**src/rtl/pe_tile_pkg.sv**
```systemverilog
// Shared constants and types for the parametrised PE tile: config feature ids,
// PE opcodes, switch-box selects and side indices.
package pe_tile_pkg;

  localparam logic [15:0] FEAT_PE_OP = 16'd4;
  localparam logic [15:0] FEAT_CB1   = 16'd5;
  localparam logic [15:0] FEAT_CB0   = 16'd6;
  localparam logic [15:0] FEAT_SB0   = 16'd7;
  localparam logic [15:0] FEAT_SB1   = 16'd8;
  localparam logic [15:0] FEAT_SB2   = 16'd9;
  localparam logic [15:0] FEAT_SB3   = 16'd10;

  localparam int NUM_SIDES = 4;
  localparam int SIDE_CB0  = 0;
  localparam int SIDE_CB1  = 1;

  typedef enum logic [2:0] {
    OP_ADD, OP_SUB, OP_AND, OP_OR, OP_XOR, OP_ACC, OP_PASS, OP_MAX
  } pe_op_e;

  typedef enum logic [1:0] {
    SB_SIDE_P1, SB_SIDE_P2, SB_SIDE_P3, SB_PE
  } sb_sel_e;

  // Source side for an output side under a routing select (selects 0..2 only).
  function automatic int src_side(input int side, input logic [1:0] sel);
    return (side + int'(sel) + 1) % NUM_SIDES;
  endfunction

endpackage

```
**src/rtl/pe_tile_if.sv**
```systemverilog
// Config bus of the PE tile: write/read strobes with a registered ack and readback.
interface pe_tile_if;
  logic [31:0] config_addr;
  logic [31:0] config_data;
  logic        config_valid;
  logic        config_read;
  logic        config_ack;
  logic [31:0] config_rdata;

  modport master (output config_addr, config_data, config_valid, config_read,
                  input  config_ack, config_rdata);
  modport slave  (input  config_addr, config_data, config_valid, config_read,
                  output config_ack, config_rdata);
endinterface

```
**src/rtl/pe_tile_sb.sv**
```systemverilog
// Four-sided switch box: per-side select registers and output muxing.
// PE_TILE_OUT_REG_EN selects whether connect boxes may observe PE-driven tracks.
module pe_tile_sb
  import pe_tile_pkg::*;
#(
  parameter int NUM_TRACKS = 4,
  parameter int WIDTH      = 16
) (
  input  logic                                clk,
  input  logic                                reset,
  input  logic [NUM_SIDES-1:0]                sel_we,
  input  logic [2*NUM_TRACKS-1:0]             sel_wdata,
  input  logic [NUM_SIDES*NUM_TRACKS*WIDTH-1:0] in_wire,
  input  logic [WIDTH-1:0]                    pe_out,
  output logic [NUM_SIDES*2*NUM_TRACKS-1:0]   sel_q,
  output logic [NUM_SIDES*NUM_TRACKS*WIDTH-1:0] out_wire,
  output logic [NUM_SIDES*NUM_TRACKS*WIDTH-1:0] cb_wire
);

  logic [NUM_SIDES*NUM_TRACKS*WIDTH-1:0] thru;

  always_ff @(posedge clk or negedge reset) begin
    if (!reset) begin
      sel_q <= '0;
    end else begin
      for (int s = 0; s < NUM_SIDES; s++)
        if (sel_we[s]) sel_q[s*2*NUM_TRACKS +: 2*NUM_TRACKS] <= sel_wdata;
    end
  end

  // Track routing that never depends on pe_out, kept separate to avoid a false loop.
  always_comb begin
    thru = '0;
    for (int s = 0; s < NUM_SIDES; s++)
      for (int t = 0; t < NUM_TRACKS; t++)
        if (sb_sel_e'(sel_q[(s*NUM_TRACKS+t)*2 +: 2]) != SB_PE)
          thru[(s*NUM_TRACKS+t)*WIDTH +: WIDTH] =
            in_wire[(src_side(s, sel_q[(s*NUM_TRACKS+t)*2 +: 2])*NUM_TRACKS+t)*WIDTH +: WIDTH];
  end

  always_comb begin
    out_wire = thru;
    for (int s = 0; s < NUM_SIDES; s++)
      for (int t = 0; t < NUM_TRACKS; t++)
        if (sb_sel_e'(sel_q[(s*NUM_TRACKS+t)*2 +: 2]) == SB_PE)
          out_wire[(s*NUM_TRACKS+t)*WIDTH +: WIDTH] = pe_out;
  end

`ifdef PE_TILE_OUT_REG_EN
  assign cb_wire = out_wire;
`else
  // With a combinational PE a PE-driven track feeding a connect box is an illegal loop.
  assign cb_wire = thru;
`endif

endmodule

```
**src/rtl/pe_tile_param.sv**
```systemverilog
// Parametrised CGRA PE tile: config decode/readback, two connect boxes, accumulating PE
// and a switch box. PE_TILE_OUT_REG_EN registers the PE output.
module pe_tile_param
  import pe_tile_pkg::*;
#(
  parameter int NUM_TRACKS = 4,
  parameter int WIDTH      = 16
) (
  input  logic                                  clk,
  input  logic                                  reset,
  input  logic [15:0]                           tile_id,
  pe_tile_if.slave                              cfg,
  input  logic [NUM_SIDES*NUM_TRACKS*WIDTH-1:0] in_wire,
  output logic [NUM_SIDES*NUM_TRACKS*WIDTH-1:0] out_wire
);

  localparam int S  = $clog2(2*NUM_TRACKS);
  localparam int SW = 2*NUM_TRACKS;

  logic [15:0]        feat;
  logic               hit, wr, rd;
  pe_op_e             op_q;
  logic [S-1:0]       cb0_q, cb1_q;
  logic               ack_q;
  logic [31:0]        rdata_q, rd_mux;
  logic [NUM_SIDES-1:0]      sel_we;
  logic [NUM_SIDES*SW-1:0]   sb_sel;
  logic [NUM_SIDES*NUM_TRACKS*WIDTH-1:0] cb_wire;
  logic [WIDTH-1:0]   op_a, op_b, pe_res, pe_out, acc_q;
  logic               unused_data;

  assign feat = cfg.config_addr[31:16];
  assign hit  = cfg.config_addr[15:0] == tile_id;
  assign wr   = hit & cfg.config_valid;
  assign rd   = hit & cfg.config_read & ~cfg.config_valid;
  assign unused_data = ^cfg.config_data;

  assign cfg.config_ack   = ack_q;
  assign cfg.config_rdata = rdata_q;

  always_comb begin
    rd_mux = '0;
    case (feat)
      FEAT_PE_OP: rd_mux[2:0]   = op_q;
      FEAT_CB1:   rd_mux[S-1:0] = cb1_q;
      FEAT_CB0:   rd_mux[S-1:0] = cb0_q;
      FEAT_SB0:   rd_mux = 32'(sb_sel[0*SW +: SW]);
      FEAT_SB1:   rd_mux = 32'(sb_sel[1*SW +: SW]);
      FEAT_SB2:   rd_mux = 32'(sb_sel[2*SW +: SW]);
      FEAT_SB3:   rd_mux = 32'(sb_sel[3*SW +: SW]);
      default:    rd_mux = '0;
    endcase
  end

  // Unknown feature ids at a matching tile still ack but change nothing.
  always_ff @(posedge clk or negedge reset) begin
    if (!reset) begin
      op_q    <= OP_ADD;
      cb0_q   <= '0;
      cb1_q   <= '0;
      ack_q   <= 1'b0;
      rdata_q <= '0;
    end else begin
      ack_q <= hit & (cfg.config_valid | cfg.config_read);
      if (wr) begin
        case (feat)
          FEAT_PE_OP: op_q  <= pe_op_e'(cfg.config_data[2:0]);
          FEAT_CB1:   cb1_q <= cfg.config_data[S-1:0];
          FEAT_CB0:   cb0_q <= cfg.config_data[S-1:0];
          default:    ;
        endcase
      end
      if (rd) rdata_q <= rd_mux;
    end
  end

  always_comb begin
    sel_we = '0;
    for (int s = 0; s < NUM_SIDES; s++)
      sel_we[s] = wr & (feat == FEAT_SB0 + 16'(s));
  end

  pe_tile_sb #(.NUM_TRACKS(NUM_TRACKS), .WIDTH(WIDTH)) u_sb (
    .clk       (clk),
    .reset     (reset),
    .sel_we    (sel_we),
    .sel_wdata (cfg.config_data[SW-1:0]),
    .in_wire   (in_wire),
    .pe_out    (pe_out),
    .sel_q     (sb_sel),
    .out_wire  (out_wire),
    .cb_wire   (cb_wire)
  );

  // Connect boxes: low indices pick incoming tracks, high indices outgoing tracks.
  always_comb begin
    op_a = '0;
    op_b = '0;
    for (int i = 0; i < NUM_TRACKS; i++) begin
      if (cb0_q == S'(i)) op_a = in_wire[(SIDE_CB0*NUM_TRACKS+i)*WIDTH +: WIDTH];
      if (cb0_q == S'(NUM_TRACKS+i)) op_a = cb_wire[(SIDE_CB0*NUM_TRACKS+i)*WIDTH +: WIDTH];
      if (cb1_q == S'(i)) op_b = in_wire[(SIDE_CB1*NUM_TRACKS+i)*WIDTH +: WIDTH];
      if (cb1_q == S'(NUM_TRACKS+i)) op_b = cb_wire[(SIDE_CB1*NUM_TRACKS+i)*WIDTH +: WIDTH];
    end
  end

  always_comb begin
    pe_res = '0;
    case (op_q)
      OP_ADD:  pe_res = op_a + op_b;
      OP_SUB:  pe_res = op_a - op_b;
      OP_AND:  pe_res = op_a & op_b;
      OP_OR:   pe_res = op_a | op_b;
      OP_XOR:  pe_res = op_a ^ op_b;
      OP_ACC:  pe_res = acc_q;
      OP_PASS: pe_res = op_a;
      OP_MAX:  pe_res = (op_a > op_b) ? op_a : op_b;
      default: pe_res = '0;
    endcase
  end

  // A write to the opcode register restarts accumulation, winning over the add.
  always_ff @(posedge clk or negedge reset) begin
    if (!reset)                        acc_q <= '0;
    else if (wr && feat == FEAT_PE_OP) acc_q <= '0;
    else if (op_q == OP_ACC)           acc_q <= acc_q + op_a;
  end

`ifdef PE_TILE_OUT_REG_EN
  logic [WIDTH-1:0] pe_out_p1;

  // ---- stage p1: registered PE result ----
  always_ff @(posedge clk or negedge reset) begin
    if (!reset) pe_out_p1 <= '0;
    else        pe_out_p1 <= pe_res;
  end
  assign pe_out = pe_out_p1;
`else
  assign pe_out = pe_res;
`endif

endmodule

```
**src/flat_wrapper.sv**
```systemverilog
// flat-port wrapper written by rule: the top's interface ports become plain ports
module pe_tile_param_flat import pe_tile_pkg::*;
#(
  parameter int NUM_TRACKS = 4,
  parameter int WIDTH      = 16
)
  (clk, reset, tile_id, in_wire, out_wire, cfg_config_addr, cfg_config_data, cfg_config_valid, cfg_config_read, cfg_config_ack, cfg_config_rdata);
  pe_tile_if cfg_i ();
  input  logic clk;
  input  logic reset;
  input  logic [15:0] tile_id;
  input  logic [NUM_SIDES*NUM_TRACKS*WIDTH-1:0] in_wire;
  output logic [NUM_SIDES*NUM_TRACKS*WIDTH-1:0] out_wire;
  input wire logic [$bits(cfg_i.config_addr)-1:0] cfg_config_addr;
  input wire logic [$bits(cfg_i.config_data)-1:0] cfg_config_data;
  input wire logic [$bits(cfg_i.config_valid)-1:0] cfg_config_valid;
  input wire logic [$bits(cfg_i.config_read)-1:0] cfg_config_read;
  output wire logic [$bits(cfg_i.config_ack)-1:0] cfg_config_ack;
  output wire logic [$bits(cfg_i.config_rdata)-1:0] cfg_config_rdata;
  assign cfg_i.config_addr = cfg_config_addr;
  assign cfg_i.config_data = cfg_config_data;
  assign cfg_i.config_valid = cfg_config_valid;
  assign cfg_i.config_read = cfg_config_read;
  assign cfg_config_ack = cfg_i.config_ack;
  assign cfg_config_rdata = cfg_i.config_rdata;
  pe_tile_param #(.NUM_TRACKS(NUM_TRACKS), .WIDTH(WIDTH)) u_core (.clk(clk), .reset(reset), .tile_id(tile_id), .cfg(cfg_i), .in_wire(in_wire), .out_wire(out_wire));
endmodule
```
**config.mk**
```make
export PLATFORM = sky130hd
export DESIGN_NAME = pe_tile_param_flat
export DESIGN_NICKNAME = d
export VERILOG_FILES = /design/src/rtl/pe_tile_pkg.sv /design/src/rtl/pe_tile_if.sv /design/src/rtl/pe_tile_sb.sv /design/src/rtl/pe_tile_param.sv /design/src/flat_wrapper.sv
export SDC_FILE = /design/constraint.sdc
export NUM_CORES = 1
export LEC_CHECK = 0
export ABC_AREA = 0
export BUFFER_PORTS_ARGS = -buffer_cell sky130_fd_sc_hd__buf_2
export CAP_MARGIN = 20
export CORE_AREA = 2 2 246 248
export DETAILED_ROUTE_END_ITERATION = 6
export DIE_AREA = 0 0 248 250
export GPL_TIMING_DRIVEN = 0
export HOLD_SLACK_MARGIN = 0.08
export PLACE_DENSITY_LB_ADDON = 0.08
export SLEW_MARGIN = 20
export SYNTH_ARGS = -nofsm -noshare
export SYNTH_HDL_FRONTEND = slang
export SYNTH_SLANG_ARGS = --single-unit
```
**constraint.sdc**
```tcl
create_clock -name clk -period 6.2 [get_ports clk]
set_input_delay 0.31 -clock clk [delete_from_list [all_inputs] [get_ports clk]]
set_output_delay 0.31 -clock clk [all_outputs]
set_load 0.1 [all_outputs]
```
==> Word-level counts from Yosys, hierarchy flattened <==
Index checks and enable logic that the tools add are counted.
{ "word_totals": {"input_bits": 340, "wordCells": 238, "output_inout_bits": 289, "ff_bits": 90} }
{ "op_classes": {"reduce_logical": 24, "n_addsub": 43, "order_cmp": 1, "muxes": 54, "shifts": 16, "bitwise_logic": 29, "eq_ne": 61} }
{ "op_table": {"columns": ["cell", "n"], "rows": [
  ["$shiftx A256 B10 Y16", 12],
  ["$shiftx A256 B9 Y16", 4],
  ["$mux W16", 51],
  ["$pmux W16 S8", 1],
  ["$eq A16 B3 Y1 const B", 4],
  ["$add A5 B3 Y6 const B", 8],
  ["$eq A16 B4 Y1 const B", 3],
  ["$eq A3 B3 Y1 const B", 12],
  ["$add A16 B16 Y16", 2],
  ["$add A2 B1 Y2 const B", 16],
  ["$eq A2 B2 Y1 const B", 16],
  ["$ne A2 B2 Y1 const B", 16],
  ["$reduce_or A2 Y1", 16],
  ["$add A5 B2 Y6 const B", 4],
  ["$pmux W3 S7", 1],
  ["$pmux W5 S4", 1],
  ["$eq A3 B2 Y1 const B", 6],
  ["$add A2 B2 Y2 const A", 8],
  ["$and A1 B1 Y1 const A", 16],
  ["$and A16 B16 Y16", 1],
  ["$eq A16 B16 Y1", 1],
  ["$gt A16 B16 Y1", 1],
  ["$or A16 B16 Y16", 1],
  ["$sub A16 B16 Y16", 1],
  ["other kinds (10)", 26]
]} }

==> Logic depth before layout (Yosys ltp) <==
{ "logic_depth": {"ltp_word": 17, "mapped_depth": 20, "depth_no_buf": 16} }

==> Cells and area by module <==
A second synthesis with hierarchy kept.
{ "hier_totals": {"hier_cells": 2535, "area_unflattened_um2": 20629.8} }
{ "by_module_without_submodules": {"columns": ["mod", "seq_area_each_um2", "area_each_um2", "n_inst", "cells_per_inst"], "rows": [
  ["pe_tile_sb", 800.8, 13206.4, 1, 1608],
  ["pe_tile_param", 850.8, 7423.4, 1, 927]
]} }

==> Worst setup path after synthesis <==
No wires, ideal clock.
{ "synth_path": {"kind": "register to output", "from": "reg u_core.u_sb.sel_q[5]", "to": "out out_wire[105]", "required_time_ns": 5.890, "path_buffers": 4, "stages_incl_launch_ff": 19, "slack_ns": -0.536, "arrival_time_ns": 6.426, "path_cell_list": "dfrtp_1 -> ha_1 -> buf_2 -> buf_2 -> mux4_2 -> a32o_1 -> a21oi_1 -> o21ai_0 -> ha_1 -> buf_4 -> nor3_1 -> a211o_1 -> nor4_2 -> o21a_1 -> nor2_1 -> o31ai_1 -> nor4b_4 -> buf_2 -> o21ai_0"} }
{ "synth_via": {"elab_chain_cells": 13, "elab_cells_between_ends": 19, "classes_between": "add/sub (4); order compare (1); eq/ne (1); shift (1); mux (7); bitwise (4); reduce/logical (1)"} }
{ "synth_lines": {"columns": ["element", "line", "text"], "rows": [
  ["start, declared", "pe_tile_sb.sv:15", "output logic [NUM_SIDES*2*NUM_TRACKS-1:0] sel_q,"],
  ["start signal, assigned by index", "pe_tile_sb.sv:27", "if (sel_we[s]) sel_q[s*2*NUM_TRACKS +: 2*NUM_TRACKS] <= sel_wdata;"],
  ["$add A2 B1 Y2", "pe_tile_pkg.sv:27", "return (side + int'(sel) + 1) % NUM_SIDES;"],
  ["$reduce_or A2 Y1 (no source line)", null, null],
  ["$and A1 B1 Y1 (no source line)", null, null],
  ["$add A5 B3 Y6", "pe_tile_sb.sv:38", "in_wire[(src_side(s, sel_q[(s*NUM_TRACKS+t)*2 +: 2])*NUM_TRACKS+t)*WIDTH +: WIDTH];"],
  ["$shiftx A256 B10 Y16", "pe_tile_sb.sv:38", null],
  ["$mux W16 *", "pe_tile_sb.sv:36", "if (sb_sel_e'(sel_q[(s*NUM_TRACKS+t)*2 +: 2]) != SB_PE)"],
  ["$mux W16 *", "pe_tile_param.sv:101", "if (cb0_q == S'(NUM_TRACKS+i)) op_a = cb_wire[(SIDE_CB0*NUM_TRACKS+i)*WIDTH +: WIDTH];"],
  ["$mux W16 *", "pe_tile_param.sv:100", "if (cb0_q == S'(i)) op_a = in_wire[(SIDE_CB0*NUM_TRACKS+i)*WIDTH +: WIDTH];"],
  ["$mux W16 *", "pe_tile_param.sv:101", null],
  ["$gt A16 B16 Y1", "pe_tile_param.sv:117", "OP_MAX: pe_res = (op_a > op_b) ? op_a : op_b;"],
  ["$mux W16", "pe_tile_param.sv:117", null],
  ["$pmux W16 S8 *", "pe_tile_param.sv:109", "case (op_q)"],
  ["$mux W16 *", "pe_tile_sb.sv:45", "if (sb_sel_e'(sel_q[(s*NUM_TRACKS+t)*2 +: 2]) == SB_PE)"],
  ["end, declared", "flat_wrapper.sv:13", "output logic [NUM_SIDES*NUM_TRACKS*WIDTH-1:0] out_wire;"]
]} }
Every way passes the cells marked *; elsewhere a longest branch is shown, timed or not.

==> Worst setup path after layout <==
{ "layout_path": {"from": "reg u_core.u_sb.sel_q[11]", "to": "out out_wire[132]"} }
{ "layout_via": {"elab_chain_cells": 16, "elab_cells_between_ends": 22, "classes_between": "add/sub (5); order compare (1); eq/ne (1); shift (1); mux (9); bitwise (4); reduce/logical (1)"} }
{ "layout_lines": {"columns": ["element", "line", "text"], "rows": [
  ["$add A1 B2 Y2", "pe_tile_pkg.sv:27", null],
  ["$add A2 B1 Y2", "pe_tile_pkg.sv:27", null],
  ["$reduce_or A2 Y1 (no source line)", null, null],
  ["$and A1 B1 Y1 (no source line)", null, null],
  ["$add A5 B2 Y6", "pe_tile_sb.sv:38", null],
  ["$shiftx A256 B10 Y16", "pe_tile_sb.sv:38", null],
  ["$mux W16 *", "pe_tile_sb.sv:36", null],
  ["$mux W16 *", "pe_tile_param.sv:103", "if (cb1_q == S'(NUM_TRACKS+i)) op_b = cb_wire[(SIDE_CB1*NUM_TRACKS+i)*WIDTH +: WIDTH];"],
  ["$mux W16 *", "pe_tile_param.sv:102", "if (cb1_q == S'(i)) op_b = in_wire[(SIDE_CB1*NUM_TRACKS+i)*WIDTH +: WIDTH];"],
  ["$mux W16 *", "pe_tile_param.sv:103", null],
  ["$mux W16 *", "pe_tile_param.sv:102", null],
  ["$mux W16 *", "pe_tile_param.sv:103", null],
  ["$gt A16 B16 Y1", "pe_tile_param.sv:117", null],
  ["$mux W16", "pe_tile_param.sv:117", null],
  ["$pmux W16 S8 *", "pe_tile_param.sv:109", null],
  ["$mux W16 *", "pe_tile_sb.sv:45", null]
]} }
Marked as above.

==> flow_metrics.py <==
metrics = {
    "status": {
        "status": "complete, but fails checks",
        "violations": "DRC, setup timing",
    },
    "final_layout": {
        "fillCellCount": 6243,
        "drive_gt1_frac": 0.428,
        "syn_to_final_growth_pct": 39.6,
        "nets": 3163,
    },
    "global_routing": {
        "first_global_vias": 22200,
        "grt_overflow": 0,
        "grt_antenna_before_repair": 24,
        "grt_pass1_wl_um": 185000,
        "grt_usage": 0.430,
        "grt_start_max_net_pins": 35,
    },
    "setup_path": {
        "crit_arrival_ns": 5.91,
        "cp_top_family": "buffers and inverters",
        "path_max_fanout": 10,
        "r2r_slack_ns": 1.24,
        "slowest_delay_ns": 0.57,
        "cp.required_ns": 5.89,
        "cp-end-kind": "output pin",
        "cp_cell_sequence": "buf_2 > buf_6 > buf_4 > mux2i_1 > o21ai_1 > mux4_2 > mux2_2 > ha_1 > buf_4 > nor3_2 > a211o_4 > nor4_4 > buf_4 > o21ai_4 > buf_12 > nand2_8 > a211oi_2 > nor2_2 > clkbuf_4 > o21ai_1 > buf_4",
        "crit_top_cell": "buf_4",
        "path_buf_inv": 8,
        "crit_path_top_delay_cell": "mux4_2",
        "crit_type": "flip-flop to output pin",
        "start_kind": "flip-flop",
    },
    "die": {
        "die_h_um": 250,
        "dieArea_sq_mm": 0.0620,
        "io_pins": 629,
        "rows": 90,
        "core-area_sq_mm": 0.0596,
        "die_w_um": 248,
        "start_util": 0.290,
    },
    "drt": {
        "num_vias": 23500,
        "first_pass_iters": 7,
        "routed_wl_um": 138000,
        "drc_errors": 24,
        "drtAntennaViolNets": 0,
        "drt_iter0_markers": 3110,
        "wl_per_cell_um": 38.8,
        "drt-vias-per-instance": 6.60,
    },
    "sta": {
        "drv_slew": 0,
        "max_slew_margin": 0.250,
        "tightest_slew_ns": 1.12,
        "fin_ws_ns": -0.0160,
        "clock.fmax_mhz": 161,
        "min_period_ns": 6.22,
        "setup_viol": 4,
        "setup-tns-final_ns": -0.0293,
        "fin_skew_ns": 0.0154,
        "hold_viol": 0,
        "post-route-period-util": 1.00,
    },
    "synth": {
        "synth_edf_count": 0,
        "synthDistinctLibCells": 88,
        "syn_avg_cell_area_sq_um": 8.27,
        "synth_warnings": 0,
        "synth_top_area_frac": 0.189,
        "synth-seq-area-share": 0.0957,
        "ys_async_sr_fraction": 1.00,
        "yosys.area.top_type": "mux4_2",
        "synthTopCellsByArea": "mux4_2 19%, dfrtp_1 9.6%, mux2i_1 6.8%",
        "synth_common_cells": "236 x nand2_1, 224 x o21ai_0, 145 x mux4_2",
        "yosysMostFrequentCell": "nand2_1",
        "postSynthCellCount": 2087,
        "syn_area_sq_mm": 0.0173,
        "synth_flop_cell": "dfrtp_1",
        "synth-seq-cells": 66,
    },
    "clocking": {
        "cts_tree": "yes",
        "numCtsBuffers": 9,
        "cts-root-buf": "clkbuf_16",
        "clk_path_buf_depth": 2,
        "path_clk_slew_ns": 0.08,
        "htreeDepth": 3,
        "tritoncts_num_sinks": 66,
        "clk_latency_ns": 0.39,
    },
    "power_and_ir_drop": {
        "ir_drop_uv": 144,
        "power_mw": 3.20,
        "powerDensity_mw_per_mm2": 133,
        "power.leakage_nw": 9.98,
    },
    "flow_run": {
        "max-cap-violations": 0,
    },
    "placement": {
        "hpwl_um": 112000,
        "portBuffers": 580,
        "gp_routability_congestion": 1.03,
    },
    "min_path": {
        "hp-class": "input port to flip-flop",
    },
}
cell type report:
class,count,area (sq um),area share
timing repair buffer,633,4160,0.173
multi-input combinational,1757,15400,0.639
sequential,66,1650,0.0686
buffer,212,1290,0.0535
antenna,21,52.6,0.00218
clock buffer,9,225,0.00934
clock inverter,7,82.6,0.00343
tap,782,978,0.0406
inverter,70,265,0.0110
state kept, by name, summed over array words and instances, names as in the netlist:
register	count
u_core.acc_q	16
u_core.cfg.config_ack	1
u_core.cb1_q	3
u_core.u_sb.sel_q	32
u_core.cb0_q	3
u_core.op_q	3
u_core.cfg.config_rdata	8
worst register-to-register path, cell delays in order, from the launching register on:
cell	delay, ns
dfrtp_1	0.45
ha_1	0.31
buf_4	0.18
buf_12	0.17
buf_8	0.18
mux4_2	0.25
nand3_1	0.09
a22o_1	0.27
a21oi_4	0.27
buf_4	0.16
buf_4	0.11
ha_1	0.19
inv_1	0.07
fa_1	0.42
nor2b_1	0.16
o21a_1	0.14
o21ai_0	0.20
a211oi_1	0.39
o221ai_1	0.24
o21ai_0	0.27
mux2i_1	0.23
nor3_1	0.07
where the power goes:
part           internal (mW)  switching (mW)  leakage (nW)  total (mW)
clock                  0.319           0.275         0.152       0.595
sequential             0.431        0.000482         0.856       0.431
combinational          0.571            1.60          8.97        2.17
total                   1.32            1.88          9.98        3.20
placed cells by master, fill, tap and decap left out, types with 14 or more instances in the layout:
cell type / count
buf_2: 413
nand2_1: 234
buf_4: 184
mux4_2: 145
a21oi_1: 117
mux2i_1: 108
o21ai_1: 107
nor2_1: 92
o21ai_0: 87
buf_6: 82
clkbuf_1: 78
mux2_2: 78
inv_1: 65
ha_1: 65
dfrtp_1: 65
a222oi_1: 37
xnor2_1: 35
a21o_1: 34
nor2b_1: 32
nand2b_1: 32
clkbuf_4: 31
o21bai_1: 30
o21ai_2: 28
o22ai_1: 25
conb_1: 24
nand3_1: 22
o211ai_1: 22
diode_2: 21
a221oi_1: 21
nor3_1: 21
o2bb2ai_1: 20
a21oi_2: 18
buf_1: 18
a31oi_1: 17
clkbuf_2: 14
cells by family after synthesis:
kind of cell / after synthesis / synth area share
buf+inv: 287 / 0.0762
fa+ha+maj: 74 / 0.0549
mux: 352 / 0.326
simple gates: 539 / 0.149
compound gates: 727 / 0.277
xor+xnor: 41 / 0.0208
flops: 66 / 0.0957
other cells: 1 / 0.000217
worst paths after layout:
check                                                  end                        from  depth (start not counted)
worst max-delay path                         out_wire[132]       u_core.u_sb.sel_q[11]                         21
worst min-delay path                 u_core.cfg.config_ack             cfg_config_read                          2
worst max register to register            u_core.acc_q[14]        u_core.u_sb.sel_q[1]                         21
worst min register to register  u_core.cfg.config_rdata[1]  u_core.cfg.config_rdata[1]                          1
max in group asynchronous                  u_core.cb0_q[2]                       reset                          3
min in group asynchronous       u_core.cfg.config_rdata[0]                       reset                          2
stage by stage:
stage               std cells  hold WS (ns)  cell area, sq um  setup slack (ns)   util
floorplan                2110        0.0144             17300            -0.536      -
global route             3548         0.150             24100           -0.0296  0.404
detailed placement       3487         0.322             21500             -2.34  0.361
finish                   3557         0.152             24100           -0.0160  0.405
CTS                      3524         0.129             23500           0.00770  0.394
global placement         3472         0.456             21200             -3.59  0.356
per-layer routing:
metal	track usage	wire, um	part of all wire	vias up
li1	-	-	-	9372
met1	0.564	54400	0.39	11900
met2	0.631	59100	0.43	1870
met3	0.125	16100	0.12	336
met4	0.233	8460	0.061	8
met5	0	63	0.00046	-
repair_timing:
action / CTS / global route
cloned: 0 / 1
setup buffers: 22 / 14
gates resized for setup: 454 / 127
hold buffers: 1 / 0
hold endpoints to repair: 33 / 0
pin swaps: 23 / 9
endpoints found under the setup margin: 256 / 235
Note: power is estimated with default switching activity, not from simulation.
